**config.mk**
```make
export PLATFORM = sky130hd
export DESIGN_NAME = hazard_fwd_ctrl_flat
export DESIGN_NICKNAME = d
export VERILOG_FILES = /design/src/rtl/hazard_fwd_ctrl_if.sv /design/src/rtl/hazard_fwd_ctrl.sv /design/src/flat_wrapper.sv
export SDC_FILE = /design/constraint.sdc
export NUM_CORES = 1
export LEC_CHECK = 0
export CORE_ASPECT_RATIO = 1.1
export CORE_MARGIN = 3
export CORE_UTILIZATION = 30
export CTS_CLUSTER_SIZE = 8
export DETAILED_ROUTE_END_ITERATION = 16
export SYNTH_ARGS = -nofsm -noshare
export SYNTH_HDL_FRONTEND = slang
export SYNTH_SLANG_ARGS = --single-unit
export TNS_END_PERCENT = 10
```
**constraint.sdc**
```tcl
create_clock -name clk -period 2 [get_ports clk]
set_clock_uncertainty 0.1 [all_clocks]
set_input_delay 0.2 -clock clk [delete_from_list [all_inputs] [get_ports clk]]
set_output_delay 0.2 -clock clk [all_outputs]
set_load 0.02 [all_outputs]
```
**src/rtl/hazard_fwd_ctrl_if.sv**
```systemverilog
// ID-stage operands, producer-stage destinations and pipeline events in;
// forwarding selects, stall controls and the stall-cycle count out.
interface hazard_fwd_ctrl_if #(
  parameter int NUM_SRC    = 2,
  parameter int FWD_STAGES = 3,
  parameter int REG_ADDR_W = 5,
  parameter int SEL_W      = $clog2(FWD_STAGES + 1)
);
  logic                             id_valid;
  logic [NUM_SRC-1:0]               id_src_used;
  logic [NUM_SRC*REG_ADDR_W-1:0]    id_rs;
  logic [FWD_STAGES*REG_ADDR_W-1:0] stage_rd;
  logic [FWD_STAGES-1:0]            stage_rf_e;
  logic                             ex_load;
  logic                             mdu_start;
  logic                             mdu_done;
  logic                             flush;
  logic [NUM_SRC*SEL_W-1:0]         fwd_sel;
  logic                             pc_en;
  logic                             if_id_en;
  logic                             id_ex_bubble;
  logic                             ex_hold;
  logic [31:0]                      stall_cycles;

  modport master (
    output id_valid, id_src_used, id_rs, stage_rd, stage_rf_e,
           ex_load, mdu_start, mdu_done, flush,
    input  fwd_sel, pc_en, if_id_en, id_ex_bubble, ex_hold, stall_cycles
  );

  modport slave (
    input  id_valid, id_src_used, id_rs, stage_rd, stage_rf_e,
           ex_load, mdu_start, mdu_done, flush,
    output fwd_sel, pc_en, if_id_en, id_ex_bubble, ex_hold, stall_cycles
  );
endinterface

```
**src/rtl/hazard_fwd_ctrl.sv**
```systemverilog
// Operand forwarding selects plus load-use / MDU / flush stall control; all outputs are
// combinational from registered state and current inputs, so the first stall cycle is the detection cycle.
module hazard_fwd_ctrl #(
  parameter int NUM_SRC    = 2,
  parameter int FWD_STAGES = 3,
  parameter int REG_ADDR_W = 5,
  parameter int LOAD_LAT   = 1,
  parameter int SEL_W      = $clog2(FWD_STAGES + 1)
) (
  input logic              clk,
  input logic              reset,
  hazard_fwd_ctrl_if.slave bus
);
  localparam int CNT_W = 3;
  localparam logic [CNT_W-1:0] LOAD_CNT_INIT = CNT_W'((LOAD_LAT > 1) ? LOAD_LAT - 2 : 0);

  typedef enum logic [1:0] {RUN, LOAD_STALL, MDU_WAIT} state_t;

  state_t                   state_q, state_d;
  logic [CNT_W-1:0]         cnt_q, cnt_d;
  logic [31:0]              stall_cnt;
  logic [NUM_SRC*SEL_W-1:0] fwd_sel_c;
  logic                     src_hit_ex;
  logic                     load_haz;
  logic                     load_stall;
  logic                     mdu_stall;
  logic                     stall;

  // Stages are scanned farthest-first so the nearest matching producer wins.
  always_comb begin : fwd_decode
    logic [REG_ADDR_W-1:0] rs;
    logic [SEL_W-1:0]      sel;
    fwd_sel_c  = '0;
    src_hit_ex = 1'b0;
    rs         = '0;
    sel        = '0;
    for (int i = 0; i < NUM_SRC; i++) begin
      rs  = bus.id_rs[i*REG_ADDR_W +: REG_ADDR_W];
      sel = '0;
      if (bus.id_src_used[i] && (rs != '0)) begin
        for (int k = FWD_STAGES - 1; k >= 0; k--) begin
          if (bus.stage_rf_e[k] && (bus.stage_rd[k*REG_ADDR_W +: REG_ADDR_W] == rs))
            sel = SEL_W'(k + 1);
        end
        if (bus.stage_rd[REG_ADDR_W-1:0] == rs)
          src_hit_ex = 1'b1;
      end
      fwd_sel_c[i*SEL_W +: SEL_W] = sel;
    end
  end

  assign load_haz = bus.id_valid && bus.ex_load && bus.stage_rf_e[0] &&
                    (bus.stage_rd[REG_ADDR_W-1:0] != '0) && src_hit_ex;

  always_comb begin
    state_d    = state_q;
    cnt_d      = cnt_q;
    load_stall = 1'b0;
    mdu_stall  = 1'b0;
    if (reset || bus.flush) begin
      state_d = RUN;
      cnt_d   = '0;
    end else begin
      case (state_q)
        RUN: begin
          if (bus.mdu_start) begin
            mdu_stall = 1'b1;
            state_d   = MDU_WAIT;
          end else if (load_haz) begin
            load_stall = 1'b1;
            if (LOAD_LAT > 1) begin
              state_d = LOAD_STALL;
              cnt_d   = LOAD_CNT_INIT;
            end
          end
        end
        LOAD_STALL: begin
          load_stall = 1'b1;
          if (cnt_q == '0) state_d = RUN;
          else             cnt_d   = cnt_q - 1'b1;
        end
        MDU_WAIT: begin
          if (bus.mdu_done) state_d   = RUN;
          else              mdu_stall = 1'b1;
        end
        default: state_d = RUN;
      endcase
    end
  end

  always_ff @(posedge clk) begin
    if (reset) begin
      state_q <= RUN;
      cnt_q   <= '0;
    end else begin
      state_q <= state_d;
      cnt_q   <= cnt_d;
    end
  end

  assign stall = load_stall | mdu_stall;

  always_ff @(posedge clk) begin
    if (reset)
      stall_cnt <= '0;
    else if (stall && (stall_cnt != '1))
      stall_cnt <= stall_cnt + 32'd1;
  end

  assign bus.fwd_sel      = reset ? '0 : fwd_sel_c;
  assign bus.pc_en        = ~stall;
  assign bus.if_id_en     = ~stall;
  assign bus.id_ex_bubble = load_stall;
  assign bus.ex_hold      = mdu_stall;
  assign bus.stall_cycles = stall_cnt;
endmodule

```
**src/flat_wrapper.sv**
```systemverilog
// flat-port wrapper written by rule: the top's interface ports become plain ports
module hazard_fwd_ctrl_flat 
#(
  parameter int NUM_SRC    = 2,
  parameter int FWD_STAGES = 3,
  parameter int REG_ADDR_W = 5,
  parameter int LOAD_LAT   = 1,
  parameter int SEL_W      = $clog2(FWD_STAGES + 1)
)
  (clk, reset, bus_id_valid, bus_id_src_used, bus_id_rs, bus_stage_rd, bus_stage_rf_e, bus_ex_load, bus_mdu_start, bus_mdu_done, bus_flush, bus_fwd_sel, bus_pc_en, bus_if_id_en, bus_id_ex_bubble, bus_ex_hold, bus_stall_cycles);
  hazard_fwd_ctrl_if #(.NUM_SRC(NUM_SRC), .FWD_STAGES(FWD_STAGES), .REG_ADDR_W(REG_ADDR_W), .SEL_W(SEL_W)) bus_i ();
  input logic clk;
  input logic reset;
  input wire logic [$bits(bus_i.id_valid)-1:0] bus_id_valid;
  input wire logic [$bits(bus_i.id_src_used)-1:0] bus_id_src_used;
  input wire logic [$bits(bus_i.id_rs)-1:0] bus_id_rs;
  input wire logic [$bits(bus_i.stage_rd)-1:0] bus_stage_rd;
  input wire logic [$bits(bus_i.stage_rf_e)-1:0] bus_stage_rf_e;
  input wire logic [$bits(bus_i.ex_load)-1:0] bus_ex_load;
  input wire logic [$bits(bus_i.mdu_start)-1:0] bus_mdu_start;
  input wire logic [$bits(bus_i.mdu_done)-1:0] bus_mdu_done;
  input wire logic [$bits(bus_i.flush)-1:0] bus_flush;
  output wire logic [$bits(bus_i.fwd_sel)-1:0] bus_fwd_sel;
  output wire logic [$bits(bus_i.pc_en)-1:0] bus_pc_en;
  output wire logic [$bits(bus_i.if_id_en)-1:0] bus_if_id_en;
  output wire logic [$bits(bus_i.id_ex_bubble)-1:0] bus_id_ex_bubble;
  output wire logic [$bits(bus_i.ex_hold)-1:0] bus_ex_hold;
  output wire logic [$bits(bus_i.stall_cycles)-1:0] bus_stall_cycles;
  assign bus_i.id_valid = bus_id_valid;
  assign bus_i.id_src_used = bus_id_src_used;
  assign bus_i.id_rs = bus_id_rs;
  assign bus_i.stage_rd = bus_stage_rd;
  assign bus_i.stage_rf_e = bus_stage_rf_e;
  assign bus_i.ex_load = bus_ex_load;
  assign bus_i.mdu_start = bus_mdu_start;
  assign bus_i.mdu_done = bus_mdu_done;
  assign bus_i.flush = bus_flush;
  assign bus_fwd_sel = bus_i.fwd_sel;
  assign bus_pc_en = bus_i.pc_en;
  assign bus_if_id_en = bus_i.if_id_en;
  assign bus_id_ex_bubble = bus_i.id_ex_bubble;
  assign bus_ex_hold = bus_i.ex_hold;
  assign bus_stall_cycles = bus_i.stall_cycles;
  hazard_fwd_ctrl #(.NUM_SRC(NUM_SRC), .FWD_STAGES(FWD_STAGES), .REG_ADDR_W(REG_ADDR_W), .LOAD_LAT(LOAD_LAT), .SEL_W(SEL_W)) u_core (.clk(clk), .reset(reset), .bus(bus_i));
endmodule
```
==> results.cfg <==
[run_status]
status = complete, but fails checks
violations = negative setup slack

[floorplanning]
start_util_pct = 31.0
core-area_mm2 = 0.00747
rows = 33
die-height_um = 98.2
die_area_mm2 = 0.00882
ios = 77
dieWidth_um = 89.8

[sta]
worstMarginPinSlew_ns = 0.552
rsz0062_at_grt = yes
clock.fmax_mhz = 487
min_period_ns = 2.05
whs_ns = 0.424
hold_viol_final = 0
layout_setup_ws_ns = -0.0536
maxSlewHeadroom_pct = 63.2
finalSetupViolations = 11
final.period_utilization_pct = 103
tns_ns = -0.343
slew_viol_final = 0

[route]
avgRoutedWirePerCell_um = 13.1
drtIter0Drc = 54
routed_wl_mm = 6.98
dr.pass1.iters = 4
ant_nets = 0
routed_via_density = 4.79
drc = 0
vias = 2554

[worst_setup_path]
slowest_delay_ns = 0.46
cp_common_cell = and3_4
critPathTopFamily = simple AND/OR/NAND/NOR gates
worstPathBufferInverterCount = 1
r2r-end = u_core.bus.stall_cycles[17]
path_depth = 8
cp-start-kind = flop
critPathCaptureType = flop
worstSetupPathType = reg -> reg
crit_path_max_fanout = 6
crit_slowest_cell = or4_4
required_ns = 2.13
cp.arrival_ns = 2.18
reg2regPathDepth = 8
path_cells = ha_4, and3_4, and3_4, a41oi_2, o311ai_4, buf_6, or4_4, nand2_1
r2r_slack_ns = -0.05
timing.rr.start = u_core.bus.stall_cycles[0]

[hold_path]
holdCritStartpoint = reset
hold-path-cell-count = 5
hp-class = in -> reg
min_to = u_core.state_q[1]

[clock_tree]
hold_buffers = 0
clock_latency_ns = 0.28
clk_pin_slew_worst_paths_ns = 0.07
root_buffer = clkbuf_8
cts.sinks = 33
cts_tree = built
clockBufferDepth = 2
cts-htree-levels = 2
numCtsBuffers = 5

[synthesis]
syn_area_mm2 = 0.00232
netlist_top_cells_area = dfxtp_1, xnor2_1, xor2_1
synth_edf_count = 0
synthFlopType = dfxtp_1
syn_nets = 319
synth_cell_types = 50
async_flop_share_pct = 0
yosysSeqAreaShare_pct = 28.5
yosys.area.top_type_share_pct = 28.5
ys_ff_latch = 33
yosysTopAreaCell = dfxtp_1
yosysWarnings = 0
postSynthAreaPerCell_um2 = 8.25
synth_cells = 281

[job]
max_cap_violations = 0

[finish]
n_fill_cell = 704
layout-drive-gt1-share_pct = 36.7
fin_area_mm2 = 0.00402
regArea_um2 = 672
antenna_cells = 0
syn2layout_area_growth_pct = 73.3
nets = 465
multi_input_area_mm2 = 0.00179

[placement]
gp_congestion = 0.910
place_hpwl_mm = 5.53
portBuffers = 76
dpl_cell_area_mm2 = 0.00372

[grt]
grt_pass1_wl_mm = 12.1
grt_max_degree = 52
grt_pass1_vias = 2622
grt_overflow = 0
antenna_found_initial = 0
grt_usage_pct = 16.6

[pwr]
p_per_area_mw_per_mm2 = 353
leakagePower_nw = 1.63
ir_drop_mv = 0.201
==> through the flow <==
stage,power [mW],std cells,worst slack [ns],util (%)
after floorplan,0.789,281,-0.0743,-
after global placement,0.948,521,-0.743,49.7
after detailed placement,0.952,521,-0.760,49.7
after CTS,1.44,533,-0.0999,52.7
after global routing,1.49,533,-0.181,53.8
final,1.42,533,-0.0536,53.8
==> final cells by class <==
cell class                 instances  share of cell area, %
multi-input combinational        229                   44.6
timing repair buffer             150                   32.7
sequential                        33                   16.7
tap                              105                   3.27
clock buffer                       8                   1.99
inverter                           8                  0.747
==> placed cells by master (no fill, tap or decap), drive strengths merged, types with 10 or more instances in the layout <==
cell type,instances
buf,84
clkdlybuf4s50,43
nor2,33
dfxtp,33
nand2,20
dlygate4sd2,18
xnor2,17
xor2,16
nor2b,15
o21ai,14
nor4,11
nand3,10
mux2,10
==> Yosys cell counts, types with 5 or more instances <==
library cell  count
or3_1             7
nor3b_2           5
nor2b_1          15
nor4_1            9
or4_1             5
nor2_1           31
nand3_1          10
nor3_1            6
inv_1             6
mux2_2            6
dfxtp_1          33
a21oi_1           8
nand2_1          20
nand4_1           9
xnor2_1          17
and3_1            9
xor2_1           16
o21ai_0           9
==> sequential cells by signal (all words and copies together) (netlist names) <==
signal and cells:
u_core.bus.stall_cycles 32, u_core.state_q 1
==> worst max path at each step <==
stage,startpoint,to,slack [ns]
2_1_floorplan,u_core.bus.stall_cycles[20],u_core.bus.stall_cycles[5],-0.07
4_1_cts,u_core.state_q[1],u_core.bus.stall_cycles[20],-0.1
6_report,u_core.bus.stall_cycles[0],u_core.bus.stall_cycles[17],-0.05
5_1_grt,u_core.state_q[1],u_core.bus.stall_cycles[18],-0.18
3_3_place_gp,bus_stage_rd[2],u_core.bus.stall_cycles[24],-0.74
3_5_place_dp,bus_stage_rd[2],u_core.bus.stall_cycles[24],-0.76
==> per-layer routing <==
metal / track usage (%) / vias to the layer above / routed length, um
met2: 30.3 / 65 / 3540
met4: 5.31 / 0 / 119
met3: 4.47 / 10 / 407
li1: - / 1291 / -
met1: 18.7 / 1188 / 2910
met5: 0 / - / 0
==> worst min-delay path: stages <==
cell and delay (ns):
buf_2 0.10, or2_4 0.14, a211o_1 0.18, buf_4 0.13
inv_1 0.03
==> cells by family (layout without fill, tap and decap cells) <==
logic type	after synthesis	after routing	share of synthesized area, %
and+or+nand+nor	148	148	37.5
AOI/OAI and AO/OA	33	33	10.1
xor gates and xnor gates	33	33	12.5
DFF	33	33	28.5
buffers and inverters	19	166	4.32
muxes	14	14	6.58
adders and majority gates	1	1	0.540
==> where the power goes <==
part / total, mW / internal, mW / switching (mW)
clock: 0.482 / 0.247 / 0.235
combinational: 0.275 / 0.146 / 0.128
sequential: 0.663 / 0.660 / 0.00277
==> what timing repair did <==
item,4_1_cts,5_1_grt
buffers inserted,5,0
pin swaps,36,12
resized for setup,100,24
setup endpoints to repair,40,38
(Power assumes the default switching activity.)
